File: config.mk
export PLATFORM = sky130hd
export DESIGN_NAME = id_ex_stage
export DESIGN_NICKNAME = d
export VERILOG_FILES = /design/src/rtl/id_ex_stage.sv
export SDC_FILE = /design/constraint.sdc
export NUM_CORES = 1
export LEC_CHECK = 0
export CAP_MARGIN = 30
export CORE_MARGIN = 2
export CORE_UTILIZATION = 38
export DETAILED_ROUTE_END_ITERATION = 10
export HOLD_SLACK_MARGIN = 0.06
export PLACE_DENSITY = 0.87
export SLEW_MARGIN = 15
export SYNTH_ARGS = -nofsm -noshare
export SYNTH_HDL_FRONTEND = slang
export SYNTH_SLANG_ARGS = --single-unit
File: constraint.sdc
create_clock -name clk -period 2.1 [get_ports clk]
set_input_delay 0.42 -clock clk [delete_from_list [all_inputs] [get_ports clk]]
set_output_delay 0.42 -clock clk [all_outputs]
set_load 0.01 [all_outputs]
File: src/rtl/id_ex_stage.sv
// ID/EX pipeline register with load-use bubble injection, branch squash, global hold,
// WB write-through bypass on captured operands and a saturating bubble counter.
module id_ex_stage #(
  parameter int DATA_W    = 32,
  parameter int ALUCODE_W = 5,
  parameter int CNT_W     = 16
) (
  input  logic                 clk,
  input  logic                 rst,
  input  logic                 hold,
  input  logic                 flush,
  input  logic                 valid_id,
  input  logic [DATA_W-1:0]    pc4_id,
  input  logic [DATA_W-1:0]    rs_data_id,
  input  logic [DATA_W-1:0]    rt_data_id,
  input  logic [DATA_W-1:0]    imm_id,
  input  logic [4:0]           rs_addr_id,
  input  logic [4:0]           rt_addr_id,
  input  logic [4:0]           rd_addr_id,
  input  logic                 rs_used_id,
  input  logic                 rt_used_id,
  input  logic                 RegWrite_id,
  input  logic                 MemRead_id,
  input  logic                 MemWrite_id,
  input  logic                 MemtoReg_id,
  input  logic                 RegDst_id,
  input  logic                 ALUSrc_id,
  input  logic [ALUCODE_W-1:0] ALUCode_id,
  input  logic                 RegWrite_wb,
  input  logic [4:0]           RegWriteAddr_wb,
  input  logic [DATA_W-1:0]    WriteData_wb,
  output logic                 stall_if_id,
  output logic                 valid_ex,
  output logic [DATA_W-1:0]    pc4_ex,
  output logic [DATA_W-1:0]    rs_data_ex,
  output logic [DATA_W-1:0]    rt_data_ex,
  output logic [DATA_W-1:0]    imm_ex,
  output logic [4:0]           RsAddr_ex,
  output logic [4:0]           RtAddr_ex,
  output logic [4:0]           rd_addr_ex,
  output logic                 RegWrite_ex,
  output logic                 MemRead_ex,
  output logic                 MemWrite_ex,
  output logic                 MemtoReg_ex,
  output logic                 ALUSrc_ex,
  output logic [ALUCODE_W-1:0] ALUCode_ex,
  output logic [4:0]           RegWriteAddr_ex,
  output logic [CNT_W-1:0]     bubble_cnt
);

  typedef struct packed {
    logic                 valid;
    logic [DATA_W-1:0]    pc4;
    logic [DATA_W-1:0]    rs_data;
    logic [DATA_W-1:0]    rt_data;
    logic [DATA_W-1:0]    imm;
    logic [4:0]           rs_addr;
    logic [4:0]           rt_addr;
    logic [4:0]           rd_addr;
    logic                 reg_write;
    logic                 mem_read;
    logic                 mem_write;
    logic                 mem_to_reg;
    logic                 reg_dst;
    logic                 alu_src;
    logic [ALUCODE_W-1:0] alu_code;
  } ex_t;

  ex_t              ex_q, ex_d;
  logic [CNT_W-1:0] bubble_cnt_q, bubble_cnt_d;
  logic [4:0]       wr_addr_ex_s;
  logic             load_use_s;

  // A WB write to the register being read this cycle must win over the stale file data.
  function automatic logic [DATA_W-1:0] wb_bypass(
    input logic              we,
    input logic [4:0]        wb_addr,
    input logic [DATA_W-1:0] wb_data,
    input logic [4:0]        rd_addr,
    input logic [DATA_W-1:0] rf_data
  );
    if (we && (wb_addr != 5'd0) && (wb_addr == rd_addr)) begin
      return wb_data;
    end else begin
      return rf_data;
    end
  endfunction

  assign wr_addr_ex_s = ex_q.reg_dst ? ex_q.rd_addr : ex_q.rt_addr;

  // Load in EX whose destination is read by the valid instruction in ID.
  always_comb begin
    load_use_s = 1'b0;
    if (ex_q.mem_read && ex_q.valid && (wr_addr_ex_s != 5'd0) && valid_id) begin
      load_use_s = (rs_used_id && (rs_addr_id == wr_addr_ex_s)) ||
                   (rt_used_id && (rt_addr_id == wr_addr_ex_s));
    end else begin
      load_use_s = 1'b0;
    end
  end

  // Next-state selection: hold, then bubble (flush or load-use), then capture.
  always_comb begin
    ex_d         = ex_q;
    bubble_cnt_d = bubble_cnt_q;
    if (hold) begin
      ex_d         = ex_q;
      bubble_cnt_d = bubble_cnt_q;
    end else if (flush) begin
      ex_d         = '0;
      bubble_cnt_d = bubble_cnt_q;
    end else if (load_use_s) begin
      ex_d = '0;
      if (bubble_cnt_q == {CNT_W{1'b1}}) begin
        bubble_cnt_d = bubble_cnt_q;
      end else begin
        bubble_cnt_d = bubble_cnt_q + {{(CNT_W-1){1'b0}}, 1'b1};
      end
    end else begin
      ex_d.valid      = valid_id;
      ex_d.pc4        = pc4_id;
      ex_d.rs_data    = wb_bypass(RegWrite_wb, RegWriteAddr_wb, WriteData_wb, rs_addr_id, rs_data_id);
      ex_d.rt_data    = wb_bypass(RegWrite_wb, RegWriteAddr_wb, WriteData_wb, rt_addr_id, rt_data_id);
      ex_d.imm        = imm_id;
      ex_d.rs_addr    = rs_addr_id;
      ex_d.rt_addr    = rt_addr_id;
      ex_d.rd_addr    = rd_addr_id;
      // An empty ID slot enters EX with all control deasserted.
      ex_d.reg_write  = RegWrite_id & valid_id;
      ex_d.mem_read   = MemRead_id  & valid_id;
      ex_d.mem_write  = MemWrite_id & valid_id;
      ex_d.mem_to_reg = MemtoReg_id & valid_id;
      ex_d.reg_dst    = RegDst_id   & valid_id;
      ex_d.alu_src    = ALUSrc_id   & valid_id;
      ex_d.alu_code   = valid_id ? ALUCode_id : {ALUCODE_W{1'b0}};
      bubble_cnt_d    = bubble_cnt_q;
    end
  end

  // Pipeline register and bubble counter.
  always_ff @(posedge clk) begin
    if (rst) begin
      ex_q         <= '0;
      bubble_cnt_q <= '0;
    end else begin
      ex_q         <= ex_d;
      bubble_cnt_q <= bubble_cnt_d;
    end
  end

  // A branch squash removes the consumer itself, so IF/ID need not wait for it.
  assign stall_if_id     = load_use_s & ~flush;

  assign valid_ex        = ex_q.valid;
  assign pc4_ex          = ex_q.pc4;
  assign rs_data_ex      = ex_q.rs_data;
  assign rt_data_ex      = ex_q.rt_data;
  assign imm_ex          = ex_q.imm;
  assign RsAddr_ex       = ex_q.rs_addr;
  assign RtAddr_ex       = ex_q.rt_addr;
  assign rd_addr_ex      = ex_q.rd_addr;
  assign RegWrite_ex     = ex_q.reg_write;
  assign MemRead_ex      = ex_q.mem_read;
  assign MemWrite_ex     = ex_q.mem_write;
  assign MemtoReg_ex     = ex_q.mem_to_reg;
  assign ALUSrc_ex       = ex_q.alu_src;
  assign ALUCode_ex      = ex_q.alu_code;
  assign RegWriteAddr_ex = wr_addr_ex_s;
  assign bubble_cnt      = bubble_cnt_q;

endmodule
## Yosys cells after proc, flatten, opt, wreduce, memory -nomap -nowiden

Index checks and enable logic that the tools add are counted.
W data, S select, Z words.

| storage, ports and cells | value |
|---|---|
| output and inout bits | 176 |
| bits of input ports | 199 |
| flip-flop bits (word level) | 171 |
| word-level logic and storage cells | 51 |

| operators by class | value |
|---|---|
| mux-type cells | 7 |
| add/sub/neg operators | 1 |
| bitwise logic cells | 10 |
| equal/unequal tests | 5 |
| reduce and logical (&&, ||, !) cells | 12 |

Operators with widths:

| kind | count |
|---|---|
| $mux W155 | 2 |
| $mux W32 | 2 |
| $eq A5 B5 Y1 | 4 |
| $add A16 B1 Y16 const B | 1 |
| $eq A16 B16 Y1 const B | 1 |
| $mux W5 | 2 |
| $reduce_bool A5 Y1 | 2 |
| $logic_and A1 B1 Y1 | 8 |
| $and A1 B1 Y1 | 7 |
| $reduce_and A4 Y1 | 1 |
| $not A1 Y1 | 3 |
| $logic_or A1 B1 Y1 | 1 |
| $mux W1 | 1 |

## Logic depth before layout (Yosys ltp)

Gate-level depths: netlist (run 1).

| depth | value |
|---|---|
| depth after elaboration | 7 |
| depth in mapped cells | 9 |

## Worst setup path before layout (run 1)

OpenSTA, ideal clock, no wires.

| path | value |
|---|---|
| kind | reg2reg |
| start | register ex_q[6] (netlist name) |
| end | register bubble_cnt_q[5] (netlist: bubble_cnt[5]) |
| data arrival time | 2.116 ns |
| required time | 1.979 ns |
| slack | -0.137 ns |
| period minus slack after synthesis | 2.237 ns |
| path buffers | 1 |
| library setup time | 0.121 ns |
| cell stages (with the launch flop) | 8 |
| path through | dfxtp_1 buf_6 mux2i_4 mux2_1 a211oi_1 a22oi_2 nor4b_2 mux2_2 |

| on the way | value |
|---|---|
| word-level cells in the longest chain between the ends | 6 |

RTL lines:

| what | line | RTL |
|---|---|---|
| from (decl) | 69 | `ex_t ex_q, ex_d;` |
| from (signal assigned) | 143 | `ex_q <= '0;` |
| from (signal assigned) | 146 | `ex_q <= ex_d;` |
| $mux W5 * | 89 | `assign wr_addr_ex_s = ex_q.reg_dst ? ex_q.rd_addr : ex_q.rt_addr;` |
| $eq A5 B5 Y1 (tied with other cells) | 95 | `load_use_s = (rs_used_id && (rs_addr_id == wr_addr_ex_s)) \|\|` |
| $logic_and A1 B1 Y1 (on tied branches) | 95, 94, 96 |  |
| $logic_or A1 B1 Y1 or $logic_and A1 B1 Y1 (tied branches) | 95, 94 |  |
| $mux W1 * | 94 | `if (ex_q.mem_read && ex_q.valid && (wr_addr_ex_s != 5'd0) && valid_id) begin` |
| $reduce_and A4 Y1 (no line) * | - |  |
| to (signal assigned) | 147 | `bubble_cnt_q <= bubble_cnt_d;` |
| to (decl) | 70 | `logic [CNT_W-1:0] bubble_cnt_q, bubble_cnt_d;` |

Mark *: on every way between the ends. The rest lies on a longest branch, timed or not.
A chain may end at the register's enable or synchronous reset.

## Final worst setup path (run 1)

| path | value |
|---|---|
| start | register ex_q[6] (netlist name) |
| end | register ex_q (netlist bit imm_ex[29]) |

| on the way | value |
|---|---|
| word-level cells in the longest chain between the ends | 7 |

RTL lines:

| what | line | RTL |
|---|---|---|
| $mux W5 * | 89 |  |
| $eq A5 B5 Y1 (tied with other cells) | 95 |  |
| $logic_and A1 B1 Y1 (on tied branches) | 95, 94, 96 |  |
| $logic_or A1 B1 Y1 or $logic_and A1 B1 Y1 (tied branches) | 95, 94 |  |
| $mux W1 * | 94 |  |
| $mux W155 * | 112 | `end else if (load_use_s) begin` |
| $mux W155 * | 109 | `end else if (flush) begin` |

Marks and branches as above.

==> metrics.md, run 1 <==
| Metric | Value |
|---|---|
| Status | finished, violations left |
| Failing checks | setup timing |
| CP max stage cell | dfxtp_4 |
| Hold_buf cts | 0 |
| Grt ovf | 0 |
| Met2 WL post-DR | 16,510 um |
| Final #Nets | 1,402 |
| Multi-input logic area | 4113 um^2 |
| HP Class | input port to flop |
| # fillers | 1,500 |
| GP Congestion | 0.8365 |
| DR pass1 iterations | 5 |
| Critical Path Sink | imm_ex[29] |
| Die width | 150.8 um |
| Clock skew | 12.65 ps |
| DIE AREA | 22,730 um^2 |
| DRT antenna net count | 0 |
| Worst reg-to-reg path cell count | 12 |
| Arr. time, crit path | between 2000 and 3000 ps |
| Final hold vios | 0 |
| Clk slew on worst S/H paths | 70 ps |
| Share of layout cells above drive strength 1 | 24.22% |
| First-pass GRT wire length | 39,200 um |
| Commonest non-fill, non-tap cells in the layout | clkdlybuf4s50_1 (366), dfxtp_1 (170), nor2_1 (86) |
| Row cnt | 53 |
| Tmin final | 2647 ps |
| Starting DRT DRC Count | between 300 and 400 |
| Placed Cells | 1,417 |
| Peak supply drop | 0.4966 mV |
| Syn_nets | 1,108 |
| Area grow syn2layout | 66.62% |
| Register area | around 3400 um^2 |
| Max Freq | 377.8 MHz |
| CTS Sinks | 171 |
| R2R setup slack | -550 ps |
| Cts bufs inserted | 17 |
| Max Transition Viols Final | 0 |
| Worst R2R Start | ex_q[6] |
| Length of routed wiring on met1 | between 10,000 and 15,000 um |
| Post-Route WL | 31,950 um |
| WL/cell | 21.42 um |
| Placed instance area | 11,630 um^2 |
| Initial antenna violation count | 3 |
| Post-Layout Cell Count | 1,492 |
| CP Launch Type | flop |
| Total GRT Usage | 22.02% |
| Endpoints failing setup | between 150 and 200 |
| Cells after synthesis | ~910 |
| Worst-skew pair later-pin latency | 420 ps |
| Vias per cell | 5.335 |
| # IOs | ~380 |
| Clock Tree Buf Depth | 2 |
| Worst setup path start | ex_q[6] |
| H-Tree Depth | 4 |
| Vias in the first global route | approximately 7,500 |
| HPWL after DPL | between 15,000 and 20,000 um |
| Initial core utilization | between 30% and 40% |
| Final Util | 64.67% |
| Die Y | 150.8 um |
| R2r endpoint | imm_ex[29] |
| Uppermost layer routed | met4 |
| Post-synthesis cell area | 8185 um^2 |
| Tightest Pin Transition | ~570 ps |
| Slew HR | 61.81% |
| Post-synth EDFFs | 0 |
| Leading cell type in the layout, fill and taps excluded | clkdlybuf4s50_1 |
| WS Path Type | flop to flop |
| Sequential area share after synthesis | 41.82% |
| Synth Flop Type | dfxtp_1 |
| Finished Cell Area | 13,640 um^2 |
| Yosys reg bits | 171 |
| Total number of vias | roughly 8,000 |
| Leakage | 4.931 nW |
| Power Dens Cells | between 500 and 600 nW/um^2 |
| Hold Path Origin | rst |
| Synthesis Warnings | 0 |
| Largest net degree at the start of global routing | 110 |
| Yosys cell types | 40 |
| Synth async-reset ratio | 0% |
| Crit. End Element | flop |
| CP max stage delay | 420 ps |
| RSZ-0062 raised after global routing | true |
| Setup_tns | -55,720 ps |
| Met3 wire len | 2666 um |
| Period utilization | 126.0% |
| Syn_area_per_cell | around 9.0 um^2 |
| PnR worst setup slack | -547.0 ps |
| Total power | 7.842 mW |
| CTS tree | built |
| CP max FO | 8 |
| MaxCap Viol Count | 0 |
| Worst Path Required | 2380 ps |
| Root Driver | clkbuf_16 |
| IO buf count | 374 |
| Core Area | 21,090 um^2 |
| DRC | 0 |
| Critical-path cell list | buf_12 > mux2i_4 > buf_6 > mux2_4 > a211oi_2 > a22oi_2 > buf_6 > buf_12 > buf_8 > clkbuf_16 > a32oi_1 > nor2_1 |
## cells by family (layout without fill, tap and decap cells)
logic type	Yosys count	in the layout	share of synthesized area (%)
buffers and inverters	221	527	17.49
and+or+nand+nor	234	234	13.12
adders and majority gates	1	1	0.1528
xor gates and xnor gates	20	20	2.140
DFF	171	171	41.82
other	0	3	0
AOI/OAI and AO/OA	186	186	15.48
muxes	75	75	9.798
## report_power, final
part           switching [mW]  internal, mW  total, mW  leakage (nW)
Clock                    1.45          1.54       2.99         0.254
Sequential             0.0747          3.35       3.43          1.39
Combinational           0.604         0.820       1.42          3.28
## sequential cells by signal, summed over array words and instances (netlist names)
register and cells:
MemWrite_ex 1, ALUSrc_ex 1, RsAddr_ex 5, MemRead_ex 1, MemtoReg_ex 1, RegWrite_ex 1
RtAddr_ex 5, bubble_cnt 16, rs_data_ex 32, ex_q 1, pc4_ex 32, rd_addr_ex 5
ALUCode_ex 5, rt_data_ex 32, imm_ex 32, valid_ex 1
## worst min-delay path by stage
stage / endpoint / slack, ps / cells after the start
3_5_place_dp: rs_data_ex[4] / 440 / 2
4_1_cts: bubble_cnt[1] / 430 / 4
6_report: bubble_cnt[1] / 440 / 4
3_3_place_gp: rt_data_ex[5] / 430 / 2
2_1_floorplan: rs_data_ex[0] / 430 / 2
5_1_grt: bubble_cnt[1] / 440 / 4
## area by class of cell
| type | instances | area share, % |
|---|---|---|
| Tap cell | 275 | 2.523 |
| Sequential cell | 171 | 25.13 |
| Timing Repair Buffer | 489 | 37.99 |
| Antenna cell | 3 | 0.05505 |
| Clock inverter | 13 | 0.8073 |
| Inverter | 7 | 0.1927 |
| Multi-Input combinational cell | 516 | 30.16 |
| Clock buffer | 18 | 3.147 |
## cells in the mapped netlist, drive strengths merged, types with 2 or more instances
| cell | number | area, um^2 |
|---|---|---|
| a211oi | 2 | 15.01 |
| xor2 | 5 | 43.79 |
| nand2 | 83 | 311.6 |
| and4 | 2 | 17.52 |
| inv | 7 | 26.28 |
| clkbuf | 43 | 161.4 |
| nand4 | 17 | 106.4 |
| a21oi | 23 | 115.1 |
| and3 | 2 | 12.51 |
| or3 | 9 | 56.30 |
| or4 | 5 | 37.54 |
| o21ai | 73 | 365.4 |
| mux2 | 5 | 56.30 |
| and2 | 2 | 12.51 |
| nor4 | 5 | 50.05 |
| mux2i | 70 | 745.7 |
| nand3 | 10 | 50.05 |
| a32oi | 81 | 709.4 |
| nor2 | 88 | 330.3 |
| nor4b | 2 | 30.03 |
| buf | 171 | 1244 |
| xnor2 | 15 | 131.4 |
| nand2b | 2 | 12.51 |
| nor2b | 4 | 25.02 |
| o31ai | 4 | 30.03 |
| dfxtp | 171 | 3423 |
## worst max-delay path, delay by kind of cell (launching register included)
| kind | cells | cell delay [ps] |
|---|---|---|
| buffers and inverters | 6 | 880 |
| multiplexers | 2 | 600 |
| AO/OA/AOI/OAI | 3 | 510 |
| flip-flops | 1 | 420 |
| AND/OR/NAND/NOR | 1 | 90 |
## layer usage
layer / track usage [%] / vias to the layer above
met5: 0 / -
met4: 10.65 / 0
met3: 7.152 / 82
met2: 38.64 / 384
met1: 23.88 / 3841
li1: - / 3653
## metrics by stage
step                hold WS (ps)  setup WS (ps)
floorplan                  426.3         -10.73
global placement           433.7         -671.4
detailed placement         443.8         -671.0
CTS                        428.3         -486.1
global route               437.4         -623.9
finish                     440.0         -547.0
## repair_timing
action | 4_1_cts | 5_1_grt
pin swaps | 8 | 173
gates cloned | 0 | 23
setup endpoints to repair | 176 | 176
buffers inserted | 4 | 17
gates resized for setup | 54 | 206
No activity file was read; power rests on OpenSTA's default activity.
==> inputs of run 2 (changes only) <==
- GPL_ROUTABILITY_DRIVEN: not set -> 0
==> results of run 2 <==
Same layout as run 1: the final DEF is identical, and so are final timing and power.
==> inputs of run 3 (changes only) <==
- PLACE_DENSITY: 0.87 -> 0.86
==> run 3 against run 2 <==
Against the previous run: the flow still finishes with violations (setup timing); highest routed layer is now met5; count of clock-buffer cells in the layout up 1; sequential share of layout area up 0.11 points; total power is 2.9% higher; register-to-register slack gained 50 ps; setup slack gained 16 ps; maximum frequency is 0.62% higher; clock skew grew 14 ps; utilization down 0.34 points.
==> metrics.md, run 3 (synthesis gave the netlist of run 1 again) <==
| Metric | Value |
|---|---|
| Status | finished, violations left (unchanged) |
| Failing checks | setup timing (unchanged) |
| Clk slew on worst S/H paths | 70 ps (about the same) |
| Tightest Pin Transition | 683.2 ps (was 572.9 ps) |
| Post-Route WL | 30,990 um (was 31,950 um) |
| Endpoints failing setup | 172 (was 175) |
| First-pass GRT wire length | 42,320 um (was 39,200 um) |
| Vias in the first global route | 7,867 (was 7,521) |
| Row cnt | 53 (unchanged) |
| Slew HR | 54.11% (was 61.81%) |
| H-Tree Depth | 4 (unchanged) |
| Period utilization | 125.3% (was 126.0%) |
| Clock skew | 26.17 ps (was 12.65 ps) |
| Leakage | 4.970 nW (was 4.931 nW) |
| Share of layout cells above drive strength 1 | 23.66% (was 24.22%) |
| Largest net degree at the start of global routing | 110 (unchanged) |
| CTS tree | built (unchanged) |
| Total power | 8.068 mW (was 7.842 mW) |
| DRC | 0 (unchanged) |
| Power Dens Cells | 594.7 nW/um^2 (was 575.0 nW/um^2) |
| Final #Nets | 1,404 (was 1,402) |
| Grt ovf | 0 (unchanged) |
| Root Driver | clkbuf_16 (unchanged) |
| Starting DRT DRC Count | 304 (was 376) |
| Total number of vias | 7,931 (was 7,960) |
| Initial antenna violation count | 6 (was 3) |
| Tmin final | 2631 ps (was 2647 ps) |
| Crit. End Element | output pin (was flop) |
| Met3 wire len | 2588 um (was 2666 um) |
| Die Y | 150.8 um (unchanged) |
| Arr. time, crit path | 2210 ps (was 2920 ps) |
| DIE AREA | 22,730 um^2 (unchanged) |
| Max Transition Viols Final | 0 (unchanged) |
| DR pass1 iterations | 5 (unchanged) |
| Post-Layout Cell Count | 1,498 (was 1,492) |
| PnR worst setup slack | -530.7 ps (was -547.0 ps) |
| Clock Tree Buf Depth | 2 (unchanged) |
| Met2 WL post-DR | 16,100 um (was 16,510 um) |
| IO buf count | 374 (unchanged) |
| Length of routed wiring on met1 | 11,040 um (was 11,380 um) |
| Core Area | 21,090 um^2 (unchanged) |
| Worst Path Required | 1680 ps (was 2380 ps) |
| Area grow syn2layout | 65.74% (was 66.62%) |
| Leading cell type in the layout, fill and taps excluded | clkdlybuf4s50_1 (unchanged) |
| CP max FO | 5 (was 8) |
| Max Freq | 380.1 MHz (was 377.8 MHz) |
| MaxCap Viol Count | 0 (unchanged) |
| # IOs | 375 (unchanged) |
| Worst-skew pair later-pin latency | 420 ps (about the same) |
| WL/cell | 20.69 um (was 21.42 um) |
| Die width | 150.8 um (unchanged) |
| RSZ-0062 raised after global routing | true (unchanged) |
| Initial core utilization | 38.82% (unchanged) |
| CTS Sinks | 171 (unchanged) |
| Peak supply drop | 0.4349 mV (was 0.4966 mV) |
| Commonest non-fill, non-tap cells in the layout | clkdlybuf4s50_1 (366), dfxtp_1 (170), nor2_1 (86) (unchanged) |
| Placed Cells | 1,426 (was 1,417) |
| Final hold vios | 0 (unchanged) |
| Register area | 3425 um^2 (was 3427 um^2) |
| # fillers | 1,540 (was 1,500) |
| Multi-input logic area | 3986 um^2 (was 4113 um^2) |
| WS Path Type | flop to output pin (was flop to flop) |
| Total GRT Usage | 24.06% (was 22.02%) |
| HP Class | input port to flop (unchanged) |
| Worst hold margin | 442.5 ps (was 440.0 ps) |
| HPWL after DPL | 19,720 um (was 19,440 um) |
| DRT antenna net count | 0 (unchanged) |
| Cts bufs inserted | 17 (unchanged) |
| Uppermost layer routed | met5 (was met4) |
| CP Launch Type | flop (unchanged) |
| Vias per cell | 5.294 (was 5.335) |
[run 3: critical path, cell delays in order, from the launching register on]
cell and delay [ps]:
dfxtp_2 350, buf_12 140, buf_6 110, mux2i_4 280
xnor2_2 100, nor4_2 280, a32oi_2 190, nor3_1 160
buf_2 180
[run 3: path summary, 6_finish.rpt]
kind / end / cells past startpoint / slack [ps] / start
worst min register to register: rs_data_ex[1] / 2 / 450 / rs_data_ex[1]
worst max register to register: bubble_cnt[12] / 11 / -500 / ex_q[6]
worst max-delay path: stall_if_id / 8 / -530 / ex_q[6]
worst min-delay path: bubble_cnt[1] / 4 / 440 / rst
[run 3: where the power goes]
part,switching (mW),internal [mW]
Clock,1.45,1.79
Combinational,0.581,0.817
Sequential,0.0733,3.36
[run 3: layout make-up]
cell class,instances,area share [%]
repair buffers,491,38.15
inverters,7,0.1937
flip-flops and latches,171,25.24
diodes,6,0.1107
clock buffers,19,3.191
well taps,275,2.536
multi-input cells,516,29.38
clock inverters,13,1.190
[run 3: stage by stage]
stage | instance area [um^2] | utilization, % | setup WS (ps) | TNS, ps
3_5_place_dp | 11670 | 55.36 | -800.2 | -80650
3_3_place_gp | 11660 | 55.30 | -861.6 | -81400
2_1_floorplan | 8203 | - | -10.73 | -120.9
4_1_cts | 12750 | 60.48 | -532.7 | -54700
6_report | 13570 | 64.33 | -530.7 | -58010
5_1_grt | 13560 | 64.32 | -668.5 | -73530
[run 3: what timing repair did]
item	4_1_cts	5_1_grt
endpoints found under the hold margin	0	0
gates resized for setup	99	138
setup buffers	9	11
hold buffers	0	0
pin swaps	63	99
cloned	9	8
endpoints found under the setup margin	177	176
[run 3: layer usage]
metal,global-route usage (%),vias to the layer above
met1,25.14,3786
met3,7.576,73
met5,0,-
met4,11.17,2
met2,43.80,395
li1,-,3675
==> patch 1: new RTL, config.mk and constraints of run 2 <==
`DATA_W`: 32 -> 36.
--- a/src/rtl/id_ex_stage.sv
+++ b/src/rtl/id_ex_stage.sv
@@ -3,3 +3,3 @@
 module id_ex_stage #(
-  parameter int DATA_W    = 32,
+  parameter int DATA_W    = 36,
   parameter int ALUCODE_W = 5,
Ports: changed (9 resized); port bits go from 375 to 411. No check against the original RTL was run, so the function may have changed too.
==> patch 1 against run 2 <==
  * The flow still finishes with violations (setup timing)
  * Final area up 11%
  * Worst setup slack improved by 46 ps
  * Synthesized area increased by 9.3%
  * Power up 13%
  * Die area is 9.0% higher
  * Maximum frequency grew 1.8%
  * Wire length grew 10%
  * Sequential cell count up 16
  * Critical path type unchanged
==> patch 1: results (changes against run 2) <==
delay-heaviest family, CP=simple AND/OR/NAND/NOR gates; Clock Skew=18.0 ps (+5.37 ps); Setup violations, final=190 (+8.6%); Hold Crit Depth=2 (-2); vias in the first global route=8575 (+14%); Fin Setup TNS=-66780 ps (-11060 ps); drt total wl=35.3 mm (+10%); Synth area leaders=dfxtp_1, buf_4, a32oi_1; met1 Usage GRT=0.266 (+0.0274); P_seq=3.74 mW (+9.0%); layout cells sized above 1=0.239 (-0.00299); PortBufs=410 (+9.6%); grt met3 use=0.0782 (+0.00668); slew at the pin closest to its max-slew limit=882 ps (+309 ps); pin count of the biggest net entering global routing=73 (-34%); CP max stage cell=or4_4; Iteration-0 DRC Markers=477 (+27%); WL met1=12.9 mm (+14%); mean area per synthesized cell=9.06 sq um (+0.52%); post-DP HPWL=22.1 mm (+14%); max incr delay on CP=470 ps (+50 ps); LEAKAGE=5.64 nW (+14%); failing checks=setup timing; worst vdd ir=0.670 mV (+35%); Distinct cells, synth=44 (+10%); worst hold margin=280 ps (-160 ps); R2R depth=11 (-1); NumNets Final=1524 (+8.7%); Final WS setup=-501 ps (+45.5 ps); first-pass GRT wire length=47.9 mm (+22%); Setup WS pre-CTS=-601 ps (+70.1 ps); Reg-to-Reg End=bubble_cnt[14]; DR WL met3=2.77 mm (+3.9%); Sw Ratio=0.273 (+0.00217); status=complete, but fails checks; WL met2=18.2 mm (+10%); Non-Filler Instances=1639 (+9.9%); Hold EP=bubble_cnt[4]
patch 1: repair_timing:
item,4_1_cts,5_1_grt
buffers inserted,16,9
setup endpoints to repair,193,193
gates resized for setup,141,126
gates cloned,13,16
pin swaps,87,89
patch 1: final cells by class:
class                   count  area [sq um]
diodes                      3          7.51
repair buffers            538          5910
clock inverters            14           198
inverters                   6          22.5
flip-flops and latches    187          3740
fillers                  1700          8100
well taps                 319           399
multi-input cells         554          4450
clock buffers              18           429
patch 1: logic make-up (layout without fill, tap and decap cells):
logic type | count (synthesis) | count (layout) | share of synthesized area
adder cells (fa/ha/maj) | 1 | 1 | 0.00140
AO/OA/AOI/OAI | 203 | 203 | 0.161
multiplexers | 83 | 83 | 0.0975
XOR/XNOR | 20 | 20 | 0.0204
other | 0 | 3 | 0
buffers and inverters | 246 | 576 | 0.178
flip-flops | 187 | 187 | 0.419
AND/OR/NAND/NOR | 247 | 247 | 0.123
==> patch 2: new RTL, settings of run 2 <==
Without the edit above. Reset style: asynchronous (`rst`), changed in one clocked block.
--- a/src/rtl/id_ex_stage.sv
+++ b/src/rtl/id_ex_stage.sv
@@ -140,3 +140,3 @@
   // Pipeline register and bubble counter.
-  always_ff @(posedge clk) begin
+  always_ff @(posedge clk or posedge rst) begin
     if (rst) begin
Check against the original RTL: differs if rst is asserted again (counterexample within 4 cycles, from zero or initial values and one cycle with rst high); with rst held inactive, the same outputs for 4 cycles.
==> patch 2 against run 2 <==
  * The flow still finishes with violations (setup timing)
  * Final area is 1.7% higher
  * Maximum frequency up 3.7%
  * Wire length is 7.7% lower
  * Sequential share of layout area increased by 5.7 points
  * Largest cell class unchanged
  * Core utilization shrank 0.71 points
  * Sequential cell count is the same
  * Power grew 13%
  * Synthesized area rose by 2.2%
  * Worst setup slack improved by 94 ps
==> patch 2: results (changes against run 2) <==
status=complete, but fails checks; failing checks=setup timing; Clock Skew=10.6 ps (-2.02 ps); pin count of the biggest net entering global routing=156 (+42%); total track usage=0.235 (+0.0151); NumNets Final=1273 (-9.2%); worst hold margin=350 ps (-90.3 ps); mean area per synthesized cell=11.2 sq um (+24%); Inserted Diodes=0 (-3); asr flop ratio synth=1.00 (+1.00); most instantiated cells after synthesis=dfrtp_1, buf_4, a22o_1; Reg-to-Reg End=imm_ex[14]; crit path capture type=output port; Setup WS pre-CTS=-583 ps (+88.1 ps); CP endpoint=stall_if_id; instance area after placement=12000 sq um (+3.2%); layout cells sized above 1=0.241 (-0.000922); Setup violations, final=174 (-0.57%); Primary FF master, synth=dfrtp_1; drt total wl=29.5 mm (-7.7%); relative slew slack=0.486 (-0.132); Final WS setup=-453 ps (+94.0 ps); Worst Path Arrival=2130 ps (-790 ps); initial antenna violation count=0 (-3); Distinct cells, synth=36 (-10%); Post-Place Cells=1294 (-8.7%); via count=7203 (-9.5%); Register-to-Register Setup Slack=-440 ps (+110 ps); first-pass GRT wire length=43.2 mm (+10%); Max Slew Vio Count=0 (unchanged); HP Class=input pin to async pin; vias in the first global route=7527 (+0.080%); worst vdd ir=0.461 mV (-7.2%); wire length per cell=21.6 um (+0.82%); Seq/Total Area, Yosys=0.511 (+0.0932); Synth area leaders=dfrtp_1, buf_4, a22o_1; Fin Setup TNS=-59010 ps (-3290 ps); Worst Setup SP=ex_q[6]; Max clock buf depth=2 (unchanged); CP Max Fanout=6 (-2); Iteration-0 DRC Markers=360 (-4.3%); Synth Warn #=0 (unchanged); R2R depth=11 (-1); switching power=2.55 mW (+20%); LEAKAGE=6.12 nW (+24%); Post-Syn Nets=948 (-14%)
-- patch 2: layout make-up --
class / instances / area, sq um
Clock buffer: 17 / 425
Clock inverter: 15 / 149
Fill cell: 1538 / 7820
Inverter: 6 / 26.3
Multi-Input combinational cell: 379 / 3330
Sequential cell: 171 / 4280
Tap cell: 280 / 350
Timing Repair Buffer: 498 / 5320
-- patch 2: power by group through the flow --
stage                     registers [mW]  logic [mW]  clock network, mW
final                               3.67        2.07               3.15
after global routing                3.70        2.18               3.34
after CTS                           3.66        1.94               3.20
after detailed placement            3.72        1.75                  0
after global placement              3.72        1.71                  0
after floorplan                     3.69       0.911                  0
-- patch 2: kinds of logic (layout without fill, tap and decap cells) --
logic type / Yosys count / after routing / synth area share
AND/OR/NAND/NOR: 112 / 112 / 0.0643
XOR/XNOR: 35 / 35 / 0.0366
multiplexers: 70 / 70 / 0.0852
AO/OA/AOI/OAI: 161 / 161 / 0.141
adder cells (fa/ha/maj): 1 / 1 / 0.00150
flip-flops: 171 / 171 / 0.511
buffers and inverters: 198 / 536 / 0.160
-- patch 2: critical path: stages, from the launching register on --
cell and delay, ps:
dfrtp_1 380, buf_12 150, mux2i_4 290, buf_4 160, xnor2_1 70, nor4_2 230
a32oi_2 120, nor3_4 140, buf_2 160
-- patch 2: metal layers --
layer | up-vias | wire length [um] | global-route usage
li1 | 3140 | - | -
met1 | 3605 | 11400 | 0.289
met2 | 385 | 15000 | 0.400
met3 | 73 | 2090 | 0.0589
met4 | 0 | 994 | 0.0912
met5 | - | 0 | 0
-- patch 2: what timing repair did --
action,CTS,global route
gates resized for setup,189,65
hold endpoints to repair,0,0
pin swaps,60,51
setup buffers,17,9
gates cloned,8,8
setup endpoints to repair,177,176
